[config.mk]
export PLATFORM = sky130hd
export DESIGN_NAME = rnn_layer_sched
export DESIGN_NICKNAME = d
export VERILOG_FILES = /design/src/rtl/rnn_pkg.sv /design/src/rtl/rnn_watchdog.sv /design/src/rtl/rnn_layer_sched.sv
export SDC_FILE = /design/constraint.sdc
export NUM_CORES = 1
export LEC_CHECK = 0
export CORE_MARGIN = 2
export CORE_UTILIZATION = 51
export DETAILED_ROUTE_END_ITERATION = 8
export PLACE_DENSITY_LB_ADDON = 0.05
export RECOVER_POWER = 100
export SLEW_MARGIN = 20
export SYNTH_ARGS = -nofsm -noshare
export SYNTH_HDL_FRONTEND = slang
export SYNTH_SLANG_ARGS = --single-unit
[constraint.sdc]
create_clock -name clk -period 2.6 [get_ports clk]
set_input_delay 0.65 -clock clk [delete_from_list [all_inputs] [get_ports clk]]
set_output_delay 0.65 -clock clk [all_outputs]
set_load 0.01 [all_outputs]
[src/rtl/rnn_pkg.sv]
// Shared definitions for the denoise RNN layer scheduler: layer IDs,
// FSM state encoding, engine feature widths and stage helpers.
package rnn_pkg;

    localparam int N_LAYERS = 6;

    // Layer IDs index layer_start / layer_done and are reported in err_layer
    localparam logic [2:0] L_DENSE_IN    = 3'd0;
    localparam logic [2:0] L_VAD_GRU     = 3'd1;
    localparam logic [2:0] L_VAD_OUT     = 3'd2;
    localparam logic [2:0] L_NOISE_GRU   = 3'd3;
    localparam logic [2:0] L_DENOISE_GRU = 3'd4;
    localparam logic [2:0] L_DENOISE_OUT = 3'd5;

    // Feature widths consumed by the layer engines
    localparam int FEAT_W_IN      = 42;
    localparam int FEAT_W_VAD     = 24;
    localparam int FEAT_W_DENOISE = 90;

    typedef enum logic [3:0] {
        IDLE, CLEAR, S_DIN, S_VGRU, S_PAR, S_DGRU, S_DOUT, EMIT, ERROR
    } state_t;

    // Start pulses issued on entry to a layer stage
    function automatic logic [N_LAYERS-1:0] start_bits(input state_t s);
        start_bits = '0;
        case (s)
            S_DIN:  start_bits[L_DENSE_IN]    = 1'b1;
            S_VGRU: start_bits[L_VAD_GRU]     = 1'b1;
            S_PAR: begin
                start_bits[L_VAD_OUT]   = 1'b1;
                start_bits[L_NOISE_GRU] = 1'b1;
            end
            S_DGRU: start_bits[L_DENOISE_GRU] = 1'b1;
            S_DOUT: start_bits[L_DENOISE_OUT] = 1'b1;
            default: ;
        endcase
    endfunction

    // Dependency order of the layer stages; the last stage hands off to EMIT
    function automatic state_t next_stage(input state_t s);
        case (s)
            S_DIN:   next_stage = S_VGRU;
            S_VGRU:  next_stage = S_PAR;
            S_PAR:   next_stage = S_DGRU;
            S_DGRU:  next_stage = S_DOUT;
            S_DOUT:  next_stage = EMIT;
            default: next_stage = IDLE;
        endcase
    endfunction

endpackage

[src/rtl/rnn_watchdog.sv]
// Per-layer watchdog: cleared on each layer start, counts while a layer
// stage is active, and flags expiry on the cycle whose increment would
// bring the count to TIMEOUT_CYCLES-1 (so ERROR is entered TIMEOUT_CYCLES-1
// cycles after the start pulse).
module rnn_watchdog #(
    parameter int TIMEOUT_CYCLES = 4096
) (
    input  logic clk,
    input  logic rst,
    input  logic load,
    input  logic en,
    output logic expire
);

    localparam int CW = $clog2(TIMEOUT_CYCLES);

    logic [CW-1:0] cnt;

    // Cycle counter: zero on reset or on a new start, else count while enabled
    // NOTE: sequential state uses non-blocking assignments so every register samples pre-edge values.
    always_ff @(posedge clk) begin
        if (rst || load) begin
            cnt <= '0;
        end else if (en) begin
            cnt <= cnt + 1'b1;
        end
    end

    assign expire = en && !load && (cnt == CW'(TIMEOUT_CYCLES - 2));

endmodule

[src/rtl/rnn_layer_sched.sv]
// Frame-level sequencer for the denoise RNN: accepts a feature frame, starts
// the layer engines in dependency order, collects their dones, hands the
// result to the consumer and traps into ERROR if any layer stalls.
module rnn_layer_sched
    import rnn_pkg::*;
#(
    parameter int TIMEOUT_CYCLES = 4096,
    parameter int FRAME_CNT_W    = 16
) (
    input  logic                   clk,
    input  logic                   rst,
    input  logic                   feat_valid,
    output logic                   feat_ready,
    output logic                   feat_latch,
    input  logic                   clear_req,
    output logic                   gru_clear,
    output logic [N_LAYERS-1:0]    layer_start,
    input  logic [N_LAYERS-1:0]    layer_done,
    output logic                   out_valid,
    input  logic                   out_ready,
    output logic                   busy,
    output logic                   timeout_err,
    output logic [2:0]             err_layer,
    output logic [FRAME_CNT_W-1:0] frame_cnt
);

    state_t                state;
    logic [1:0]            seen_par;   // [0]: VAD_OUT done seen, [1]: NOISE_GRU done seen
    logic [N_LAYERS-1:0]   done_live;
    logic                  got2;
    logic                  got3;
    logic                  advance;
    logic [2:0]            pend_layer;
    logic                  in_layer;
    logic                  wd_expire;

    // Frames are refused during reset so nothing is latched that the FSM discards
    assign feat_ready = (state == IDLE) && !clear_req && !rst;
    assign feat_latch = feat_valid && feat_ready;
    assign busy       = (state != IDLE);
    assign in_layer   = state inside {S_DIN, S_VGRU, S_PAR, S_DGRU, S_DOUT};

    // Decode whether the current stage's awaited done(s) are complete
    // NOTE: every always_comb output gets a default first so no latch is inferred.
    always_comb begin
        done_live  = (layer_start == '0) ? layer_done : '0;
        got2       = seen_par[0] | done_live[L_VAD_OUT];
        got3       = seen_par[1] | done_live[L_NOISE_GRU];
        advance    = 1'b0;
        pend_layer = L_DENSE_IN;
        case (state)
            S_DIN: begin
                advance    = done_live[L_DENSE_IN];
                pend_layer = L_DENSE_IN;
            end
            S_VGRU: begin
                advance    = done_live[L_VAD_GRU];
                pend_layer = L_VAD_GRU;
            end
            S_PAR: begin
                advance    = got2 & got3;
                pend_layer = got2 ? L_NOISE_GRU : L_VAD_OUT;
            end
            S_DGRU: begin
                advance    = done_live[L_DENOISE_GRU];
                pend_layer = L_DENOISE_GRU;
            end
            S_DOUT: begin
                advance    = done_live[L_DENOISE_OUT];
                pend_layer = L_DENOISE_OUT;
            end
            default: ;
        endcase
    end

    rnn_watchdog #(
        .TIMEOUT_CYCLES (TIMEOUT_CYCLES)
    ) u_watchdog (
        .clk    (clk),
        .rst    (rst),
        .load   (feat_latch | advance),
        .en     (in_layer),
        .expire (wd_expire)
    );

    // Scheduler FSM with registered start/clear/valid/error outputs
    always_ff @(posedge clk) begin
        if (rst) begin
            state       <= IDLE;
            seen_par    <= '0;
            layer_start <= '0;
            gru_clear   <= 1'b0;
            out_valid   <= 1'b0;
            timeout_err <= 1'b0;
            err_layer   <= '0;
            frame_cnt   <= '0;
        end else begin
            layer_start <= '0;
            gru_clear   <= 1'b0;
            if (wd_expire && !advance) begin
                state       <= ERROR;
                timeout_err <= 1'b1;
                err_layer   <= pend_layer;
            end else begin
                case (state)
                    IDLE: begin
                        if (clear_req) begin
                            state <= CLEAR;
                        end else if (feat_latch) begin
                            state       <= S_DIN;
                            layer_start <= start_bits(S_DIN);
                        end
                    end
                    CLEAR: begin
                        // Pulse lands in the following IDLE cycle, never while busy
                        gru_clear <= 1'b1;
                        state     <= IDLE;
                    end
                    S_DIN, S_VGRU, S_PAR, S_DGRU, S_DOUT: begin
                        seen_par <= {got3, got2};
                        if (advance) begin
                            state       <= next_stage(state);
                            layer_start <= start_bits(next_stage(state));
                            out_valid   <= (next_stage(state) == EMIT);
                            seen_par    <= '0;
                        end
                    end
                    EMIT: begin
                        if (out_ready) begin
                            out_valid <= 1'b0;
                            frame_cnt <= frame_cnt + 1'b1;
                            state     <= IDLE;
                        end
                    end
                    ERROR: ;
                    default: state <= IDLE;
                endcase
            end
        end
    end

endmodule

Yosys cells after proc, flatten, opt, wreduce, memory -nomap -nowiden

Index checks and enable logic that the tools add are counted.

Output and inout port bits: 31
Word-level logic and storage cells: 91
Input port bits: 11
Flip-flop bits (word level): 46

Multiplexer cells: 28
Bitwise operators: 6
Add/sub/neg operators: 2
Reduce and logical (&&, ||, !) cells: 23
Equal/unequal tests: 22

Operator list:

| cell                                                 | count |
|---|---|
| equality test 4 x 3 -> 1 bit (second input constant) | 8 |
| 2-to-1 mux 4 bit                                     | 8 |
| adder 16 x 1 -> 16 bit (second input constant)       | 1 |
| equality test 4 x 2 -> 1 bit (second input constant) | 4 |
| case mux 4 bit (4 select lines)                      | 1 |
| case mux 3 bit (5 select lines)                      | 1 |
| adder 12 x 1 -> 12 bit (second input constant)       | 1 |
| equality test 12 bit (second input constant)         | 1 |
| 2-to-1 mux 6 bit                                     | 2 |
| case mux 3 bit (4 select lines)                      | 1 |
| case mux 6 bit (2 select lines)                      | 1 |
| AND reduction 4 bit                                  | 3 |
| 2-to-1 mux 1 bit                                     | 10 |
| inequality test 3 bit (second input constant)        | 3 |
| logical AND 1 bit                                    | 6 |
| zero test 6 bit                                      | 1 |
| inequality test 2 bit (second input constant)        | 3 |
| case mux 1 bit (5 select lines)                      | 1 |
| nonzero test 5 bit                                   | 1 |
| OR reduction 5 bit                                   | 1 |
| equality test 4 x 1 -> 1 bit (second input constant) | 1 |
| equality test 4 bit (second input constant)          | 1 |
| zero test 1 bit                                      | 4 |
| zero test 4 bit                                      | 1 |
| 12 further kinds                                     | 16 |

Depth between registers and ports, before layout

Gate-level depths: netlist of run 1.

Depth in word-level cells: 16
Gate-level depth with buffers: 9
Depth with buffers taken out: 8

Modules after synthesis

From an unflattened synthesis of run 1, not the netlist that was laid out.

Cells, all modules: 270
Area, all modules: 2264.7 µm²

Modules (own cells, without submodules):

| module          | times used | seq. area each (µm²) | cells each | area an instance (µm²) |
|---|---|---|---|---|
| rnn_layer_sched | 1          | 660.6                | 206        | 1674.1 |
| rnn_watchdog    | 1          | 240.2                | 64         | 590.6 |

Worst setup path before layout of run 1

Ideal clock, no wire load.

Path type: flip-flop to flip-flop
From: register layer_start[1]
To: register state[0]
Cell stages (with the launch flop): 7
Period minus slack after synthesis: 2.193 ns
Buffers on the path: 0
Path slack: 0.407 ns
Required time: 2.520 ns
Data arrival time: 2.113 ns
Library setup time: 0.080 ns
Cell sequence: dfxtp_1 or4_4 nor3b_2 o221a_4 o31ai_2 or4_1 a211oi_2

Longest elaborated chain between the ends: 11
Elaborated cells on any way between the ends: 15
Those cells by class: eq/ne: 1; mux: 2; bitwise: 4; reduce/logical: 8

Ends and longest elaborated chain:

| item                                | line                                         | RTL |
|---|---|---|
| start: declaration                  | rnn_layer_sched.sv:17                        | `output logic [N_LAYERS-1:0] layer_start,` |
| start signal: assignment            | rnn_layer_sched.sv:111                       | `layer_start <= start_bits(S_DIN);` |
| start signal: assignment            | rnn_layer_sched.sv:123                       | `layer_start <= start_bits(next_stage(state));` |
| zero test 6 bit (*)                 | rnn_layer_sched.sv:46                        | `done_live = (layer_start == '0) ? layer_done : '0;` |
| 2-to-1 mux 6 bit (*)                | rnn_layer_sched.sv:46                        |  |
| bitwise OR 1 bit (on tied branches) | rnn_layer_sched.sv:47, rnn_layer_sched.sv:48 |  |
| AND 1 bit                           | rnn_layer_sched.sv:61                        | `advance = got2 & got3;` |
| case mux 1 bit (5 select lines) (*) | rnn_layer_sched.sv:51                        | `case (state)` |
| bitwise OR 1 bit                    | rnn_layer_sched.sv:81                        | `.load (feat_latch \| advance),` |
| zero test 1 bit                     | rnn_watchdog.sv:29                           | `assign expire = en && !load && (cnt == CW'(TIMEOUT_CYCLES - 2));` |
| logical AND 1 bit (2 in a row)      | rnn_watchdog.sv:29                           |  |
| logical AND 1 bit                   | rnn_layer_sched.sv:100                       | `if (wd_expire && !advance) begin` |
| OR reduction 2 bit (no line)        | n/a                                          |  |
| end signal: assignment              | rnn_layer_sched.sv:122                       | `state <= next_stage(state);` |
| end: declaration                    | rnn_layer_sched.sv:27                        | `state_t state;` |

Mark *: on every way between the ends. The rest lies on a longest branch, timed or not.
A chain may end at the register's enable or synchronous reset.

Worst setup path after layout of run 1

From: register state[3]
To: output port busy

Longest elaborated chain between the ends: 1

Ends and longest elaborated chain:

| item               | line                  | RTL |
|---|---|---|
| nonzero test 4 bit | rnn_layer_sched.sv:40 | `assign busy = (state != IDLE);` |
| end: declaration   | rnn_layer_sched.sv:21 | `output logic busy,` |

No other way between the ends.

==> metrics.md, run 1 <==
| Metric | Value |
|---|---|
| Status | completed |
| Pins Over Slew Limit | 0 |
| Critical path, cell by cell | or4_4, dlygate4sd3_1 |
| Commonest cells after routing, fill and taps aside | nor2_1, dfxtp_1, dlygate4sd3_1 |
| Mean Syn Cell Area | between 8 and 9 sq um |
| Worst skew pair latency | 0.29 ns |
| Area Overhead vs Synth | 30.8% |
| Layout Nets | 316 |
| Wire per inst | approximately 13 um |
| Required @ worst endpoint | a little under 2 ns |
| Syn_nets | 262 |
| Initial core utilization | 52.8% |
| Main combinational cell family by area after synthesis | simple AND/OR/NAND/NOR gates |
| Hold Startpoint | timeout_err$_SDFFE_PP0P_ |
| CP max stage cell | dlygate4sd3_1 |
| Setup TNS | 0 ns |
| Initial antenna violation count | 0 |
| Area of the multi-input gates | 0.00112 sq mm |
| Worst Max-Slew Pin Slew | about 1.0 ns |
| Top Ports | 42 |
| Ant diodes | 0 |
| Clock sinks | 45 |
| Most common cell after layout, fill and taps aside | nor2_1 |
| DP Wirelength | 3290 um |
| Area after DPL | about 0.0027 sq mm |
| Die height | around 68 um |
| Port bufs | 41 |
| Yosys Warn Count | 0 |
| Clock root cell | clkbuf_8 |
| Pwr/cell area | around 550 mW/mm^2 |
| Compound-gate portion of the synthesized area | 8.94% |
| Xor/xnor cell area share of the yosys netlist | 11.3% |
| Max Fclk | 406 MHz |
| Worst Hold Class | reg2reg |
| VDD IR max | 0.324 mV |
| Worst Setup End Kind | output port |
| DIE AREA | 0.00464 sq mm |
| Synth cell types | 42 |
| GP Congestion | 0.833 |
| Startpoint types | flop |
| CP max stage delay | 0.63 ns |
| Fraction of registers with async set/reset | 0% |
| Post-CTS Hold Buffers | 0 |
| # Post-CTS Setup Buffers | 0 |
| Placed cells | approximately 350 |
| Crit path arrival time | 1.81 ns |
| Clk buf depth | 2 |
| Final Cycle Share | 94.8% |
| Crit Path Category | reg2out |
| GRT overflow | 0 |
| Crit path time final | 2.46 ns |
| Design area | 0.00274 sq mm |
| Global-route wire length before repair | 7660 um |
| Rows | 23 |
| DRC errors left | 0 |
| Chip width | 68.1 um |
| Critical R2R Launch | layer_start[1]$_SDFF_PP0_ |
| Drt via density | 5.21 |
| Vias after detailed routing | 1840 |
| Hold Vio Cnt, Final | 0 |
| Core ar. | 0.00397 sq mm |
| Number of flops mapped to enable cells by yosys | 0 |
| Slew Limit Headroom | between 30% and 40% |
| Router iterations before antenna repair | 4 |
| Synth Area in Simple Gates | 29.3% |
| Cell Count, Final, Fillers Out | between 300 and 400 |
| Setup repair after global routing missed its margin | no |
| Setup-failing EPs final | 0 |
| Fill cell count | 354 |
| Register bit total from synthesis | 45 |
| Cells after Synth | between 200 and 250 |
| Ys flop type | dfxtp_1 |
| Post-Synth Adder-Cell Area | about 1.8% |
| RR Endpoint | state[0]$_SDFFE_PP0P_ |
| CTS Buf Count | 5 |
| Max cap viols | 0 |
| Reg2reg setup slack | 0.16 ns |
| Setup ws final | 0.135 ns |
| Hold EP | timeout_err$_SDFFE_PP0P_ |
| CTS H-tree depth | 2 |
| Maximum number of pins on one net before global-route repair | 25 |
| All-Layer GR Usage | between 20% and 30% |
| Post-CTS sizing | 3 |
| R2r worst-path depth | 7 |
| Initial DRC Count | a little over 80 |
| Final ANT Viol Nets | 0 |
| Share of layout cells above drive strength 1 | 9.24% |
| Multiplexer share of the synthesized area | 2.39% |
| FF+latch area | 901 sq um |
| Sequential area share after synthesis | 42.9% |
| Clk slew on worst S/H paths | 0.08 ns |
| Post-Syn Area | 0.00210 sq mm |
| Worst hold path stage count | 2 |
| Setup Skew | about 0.0051 ns |
| Vias in the first global route | 1768 |
| Pre-CTS setup slack | -0.0579 ns |
| Post-Route WL | 4680 um |
| Leak Pwr | approximately 1.1 nW |
| Crit path max fanout | 5 |
| CTS tree | done |
-- per-stage QoR --
step	hold slack [ns]	power, mW	utilization [%]
floorplan	0.479	0.900	-
detailed placement	0.465	1.00	67.0
global route	0.533	1.58	69.1
CTS	0.483	1.54	70.0
global placement	0.459	1.00	67.0
finish	0.472	1.52	69.1
-- metal layers --
metal	vias up	track usage [%]	share of wire, %
met2	43	35.9	44
met4	0	9.75	2.2
met1	832	27.3	48
li1	955	-	-
met3	10	5.76	5.5
met5	-	0	0
-- power breakdown --
group,leakage (nW),switching (mW),internal (mW)
sequential,0.363,0.0139,0.708
clock,0.0585,0.226,0.313
combinational,0.674,0.141,0.113
-- flip-flops by register name, summed over array words and instances, names as in the netlist --
| name | count |
|---|---|
| err_layer | 3 |
| frame_cnt | 16 |
| gru_clear | 1 |
| layer_start | 5 |
| out_valid | 1 |
| seen_par | 2 |
| state | 4 |
| timeout_err | 1 |
| u_watchdog.cnt | 12 |
-- synth_stat cells (2+ instances only) --
master | n | area (sq um)
nor2b_1 | 2 | 12.5
ha_1 | 3 | 37.5
nor3b_1 | 2 | 15.0
a21oi_1 | 7 | 35.0
nand2_1 | 18 | 67.6
nand4_1 | 7 | 43.8
dfxtp_1 | 45 | 901
clkbuf_1 | 10 | 37.5
nor2_1 | 52 | 195
nor3b_2 | 2 | 25.0
mux2i_1 | 5 | 50.1
buf_2 | 2 | 10.0
a211oi_1 | 2 | 15.0
a31oi_1 | 2 | 12.5
nor4b_1 | 2 | 17.5
or4_1 | 2 | 15.0
xor2_1 | 17 | 149
nor3_1 | 16 | 80.1
inv_1 | 3 | 11.3
a31o_2 | 2 | 17.5
o21bai_1 | 2 | 15.0
o21ai_0 | 2 | 10.0
nand3_1 | 10 | 50.1
and3_1 | 3 | 18.8
xnor2_1 | 10 | 87.6
nand2b_1 | 4 | 25.0
-- worst max-delay path by stage --
stage | start | endpoint | slack, ns | depth (start not counted)
2_1_floorplan | layer_start[1]$_SDFF_PP0_ | state[0]$_SDFFE_PP0P_ | 0.41 | 6
3_3_place_gp | rst | feat_latch | -0.04 | 4
3_5_place_dp | rst | feat_latch | -0.06 | 4
4_1_cts | state[3]$_SDFFE_PP0P_ | feat_latch | 0.22 | 3
5_1_grt | layer_start[1]$_SDFF_PP0_ | state[0]$_SDFFE_PP0P_ | 0.05 | 7
6_report | state[3]$_SDFFE_PP0P_ | busy | 0.14 | 2
-- kinds of logic (layout without fill, tap and decap cells) --
logic type	Yosys count	in the layout
simple gates	126	126
fa+ha+maj	3	3
buf+inv	17	72
flops	45	45
compound gates	25	25
xor+xnor	27	27
mux	5	5
-- critical path: cells and delay by family, from the launching register on --
kind | cells | cell delay (ns)
DFF | 1 | 0.32
and+or+nand+nor | 1 | 0.58
buffers and inverters | 1 | 0.63
-- area by class of cell --
class,count,share of cell area (%)
clock buffer,7,3.15
clock inverter,1,1.09
inverter,3,0.410
multi-input combinational,186,40.7
sequential,45,32.8
tap,50,2.28
timing repair buffer,61,19.5
Note: power is estimated with default switching activity, not from simulation.
==> run 2, diff against run 1 <==
--- a/config.mk
+++ b/config.mk
@@ -6,8 +6,9 @@
 export NUM_CORES = 1
 export LEC_CHECK = 0
 export CORE_MARGIN = 2
-export CORE_UTILIZATION = 51
+export CORE_UTILIZATION = 62
 export DETAILED_ROUTE_END_ITERATION = 8
+export DONT_BUFFER_PORTS = 1
 export PLACE_DENSITY_LB_ADDON = 0.05
 export RECOVER_POWER = 100
 export SLEW_MARGIN = 20
==> run 2 against run 1 <==
  * Critical path depth increased by 1
  * Count of clock-buffer cells in the layout decreased by 1
  * Core utilization decreased by 0.98 points
  * Sequential share of layout area increased by 7.4 points
  * Clock skew increased by 0.0032 ns
  * Via count decreased by 6.8%
  * Setup slack improved by 0.018 ns
  * Register-to-register slack about the same
  * Sequential cell count unchanged
  * Combinational power decreased by 30%
  * Clock power decreased by 17%
  * Final cell count decreased by 16%
  * Highest routed layer unchanged
==> metrics.md, run 2 (same netlist as run 1, synthesis figures left out) <==
| Metric | Value |
|---|---|
| Status | completed |
| Pwr/cell area | 613 mW/mm^2 |
| CTS tree | done |
| Setup repair after global routing missed its margin | no |
| Max Fclk | 409 MHz |
| Most common cell after layout, fill and taps aside | nor2_1 |
| Port bufs | 0 |
| Rows | 21 |
| Hold Vio Cnt, Final | 0 |
| Crit path time final | 2.45 ns |
| WL met2 | 1940 um |
| Post-CTS Hold Buffers | 0 |
| Setup-failing EPs final | 0 |
| Clock sinks | 45 |
| Final Cycle Share | approximately 94% |
| Fill cell count | 298 |
| Chip width | 62.2 um |
| Required @ worst endpoint | 1.95 ns |
| Maximum number of pins on one net before global-route repair | 35 |
| Clock root cell | clkbuf_4 |
| Worst Hold Class | in2reg |
| Post-Route WL | 4340 um |
| Worst Max-Slew Pin Slew | 0.816 ns |
| DIE AREA | 0.00387 sq mm |
| Routed wire length on met3 | 328 um |
| Crit path max fanout | 12 |
| Met1 wire length | ~2000 um |
| Biggest regs | frame_cnt (16), u_watchdog.cnt (12), layer_start (5) |
| DP Wirelength | 3220 um |
| Worst skew pair latency | 0.35 ns |
| Commonest cells after routing, fill and taps aside | nor2_1, dfxtp_1, nand2_1 |
| Layout Nets | 265 |
| Max cap viols | 0 |
| Global-route wire length before repair | 7560 um |
| Initial antenna violation count | 0 |
| Router iterations before antenna repair | 4 |
| Crit path arrival time | 1.80 ns |
| Vias after detailed routing | roughly 1700 |
| GP Congestion | 0.896 |
| Initial DRC Count | 111 |
| Die height | 62.2 um |
| Leak Pwr | 0.790 nW |
| Ant diodes | 0 |
| GRT overflow | 0 |
| Worst Setup End Kind | output port |
| Drt via density | 5.75 |
| All-Layer GR Usage | 24.0% |
| DR top layer | met4 |
| # Post-CTS Setup Buffers | 0 |
| Clk buf depth | 2 |
| Vias in the first global route | 1726 |
| Crit Path Category | reg2out |
| Initial core utilization | roughly 64% |
| Final ANT Viol Nets | 0 |
| Startpoint types | flop |
| Total power | approximately 1.4 mW |
| Area Overhead vs Synth | 6.62% |
| Core ar. | approximately 0.0033 sq mm |
| CTS Buf Count | 5 |
| Largest Register | frame_cnt |
| Pins Over Slew Limit | 0 |
| Clk slew on worst S/H paths | 0.13 ns |
| Slew Limit Headroom | between 40% and 50% |
| DRC errors left | 0 |
| Max reg flops | 16 |
| Setup Skew | 0.00825 ns |
| Setup TNS | 0 ns |
| CTS H-tree depth | 2 |
| Wire per inst | 14.6 um |
| Top Ports | 42 |
| VDD IR max | 0.542 mV |
| Share of layout cells above drive strength 1 | 8.73% |
run 2: changes by cell type in the layout (fill, tap and decap cells not counted), sizes merged:
cell,delta
clkbuf,-6
clkdlybuf4s50,-9
dlygate4sd3,-30
buf,-5
dlygate4sd2,-2
clkinvlp,+1
run 2: critical path, cell delays in order, from the launching register on:
cell	delay, ns
dfxtp_1	0.46
or4_4	0.62
nor3_1	0.19
clkbuf_2	0.17
run 2: cell type report:
type                            instances  area, sq um  area share, %
Clock inverter                          2         37.5           1.68
Tap cell                               46         57.6           2.57
Sequential cell                        45          901           40.3
Clock buffer                            6         51.3           2.29
Multi-Input combinational cell        186         1120           49.9
Inverter                                3         11.3          0.503
Timing Repair Buffer                   10         61.3           2.74
run 2: repair_timing:
item	in CTS	in global routing
endpoints found under the setup margin	0	2
hold endpoints to repair	0	0
gates resized for setup	0	1
run 2: path summary, 6_finish.rpt:
kind                               endpoint  cells after the start                 startpoint  slack (ns)
setup / recovery                 feat_latch                      3      state[2]$_SDFFE_PP0P_        0.15
hold / removal    layer_start[4]$_SDFF_PP0_                      1                        rst        0.36
setup reg to reg      state[0]$_SDFFE_PP0P_                      6  layer_start[3]$_SDFF_PP0_        0.17
hold reg to reg    timeout_err$_SDFFE_PP0P_                      2   timeout_err$_SDFFE_PP0P_        0.54
run 2: report_power, final:
group	internal [mW]	leakage [nW]	switching, mW
sequential	0.709	0.363	0.0339
clock	0.229	0.0445	0.221
combinational	0.0768	0.382	0.102
total	1.01	0.790	0.356
run 2: stage by stage:
step                cells  hold slack (ns)  setup slack [ns]  utilization (%)  instance area, sq um
floorplan             248            0.479             0.407                -                  2100
global placement      290            0.496             0.347             66.1                  2170
detailed placement    290            0.516             0.265             66.1                  2170
CTS                   298            0.341            0.0543             68.8                  2260
global route          298            0.327            0.0411             68.1                  2240
finish                298            0.357             0.153             68.1                  2240
run 2: per-layer routing:
layer  global-route usage, %  vias to the layer above
met5                       0                        -
met4                    10.3                        0
met3                    8.15                       12
met2                    38.5                       60
met1                    29.5                      786
li1                        -                      856
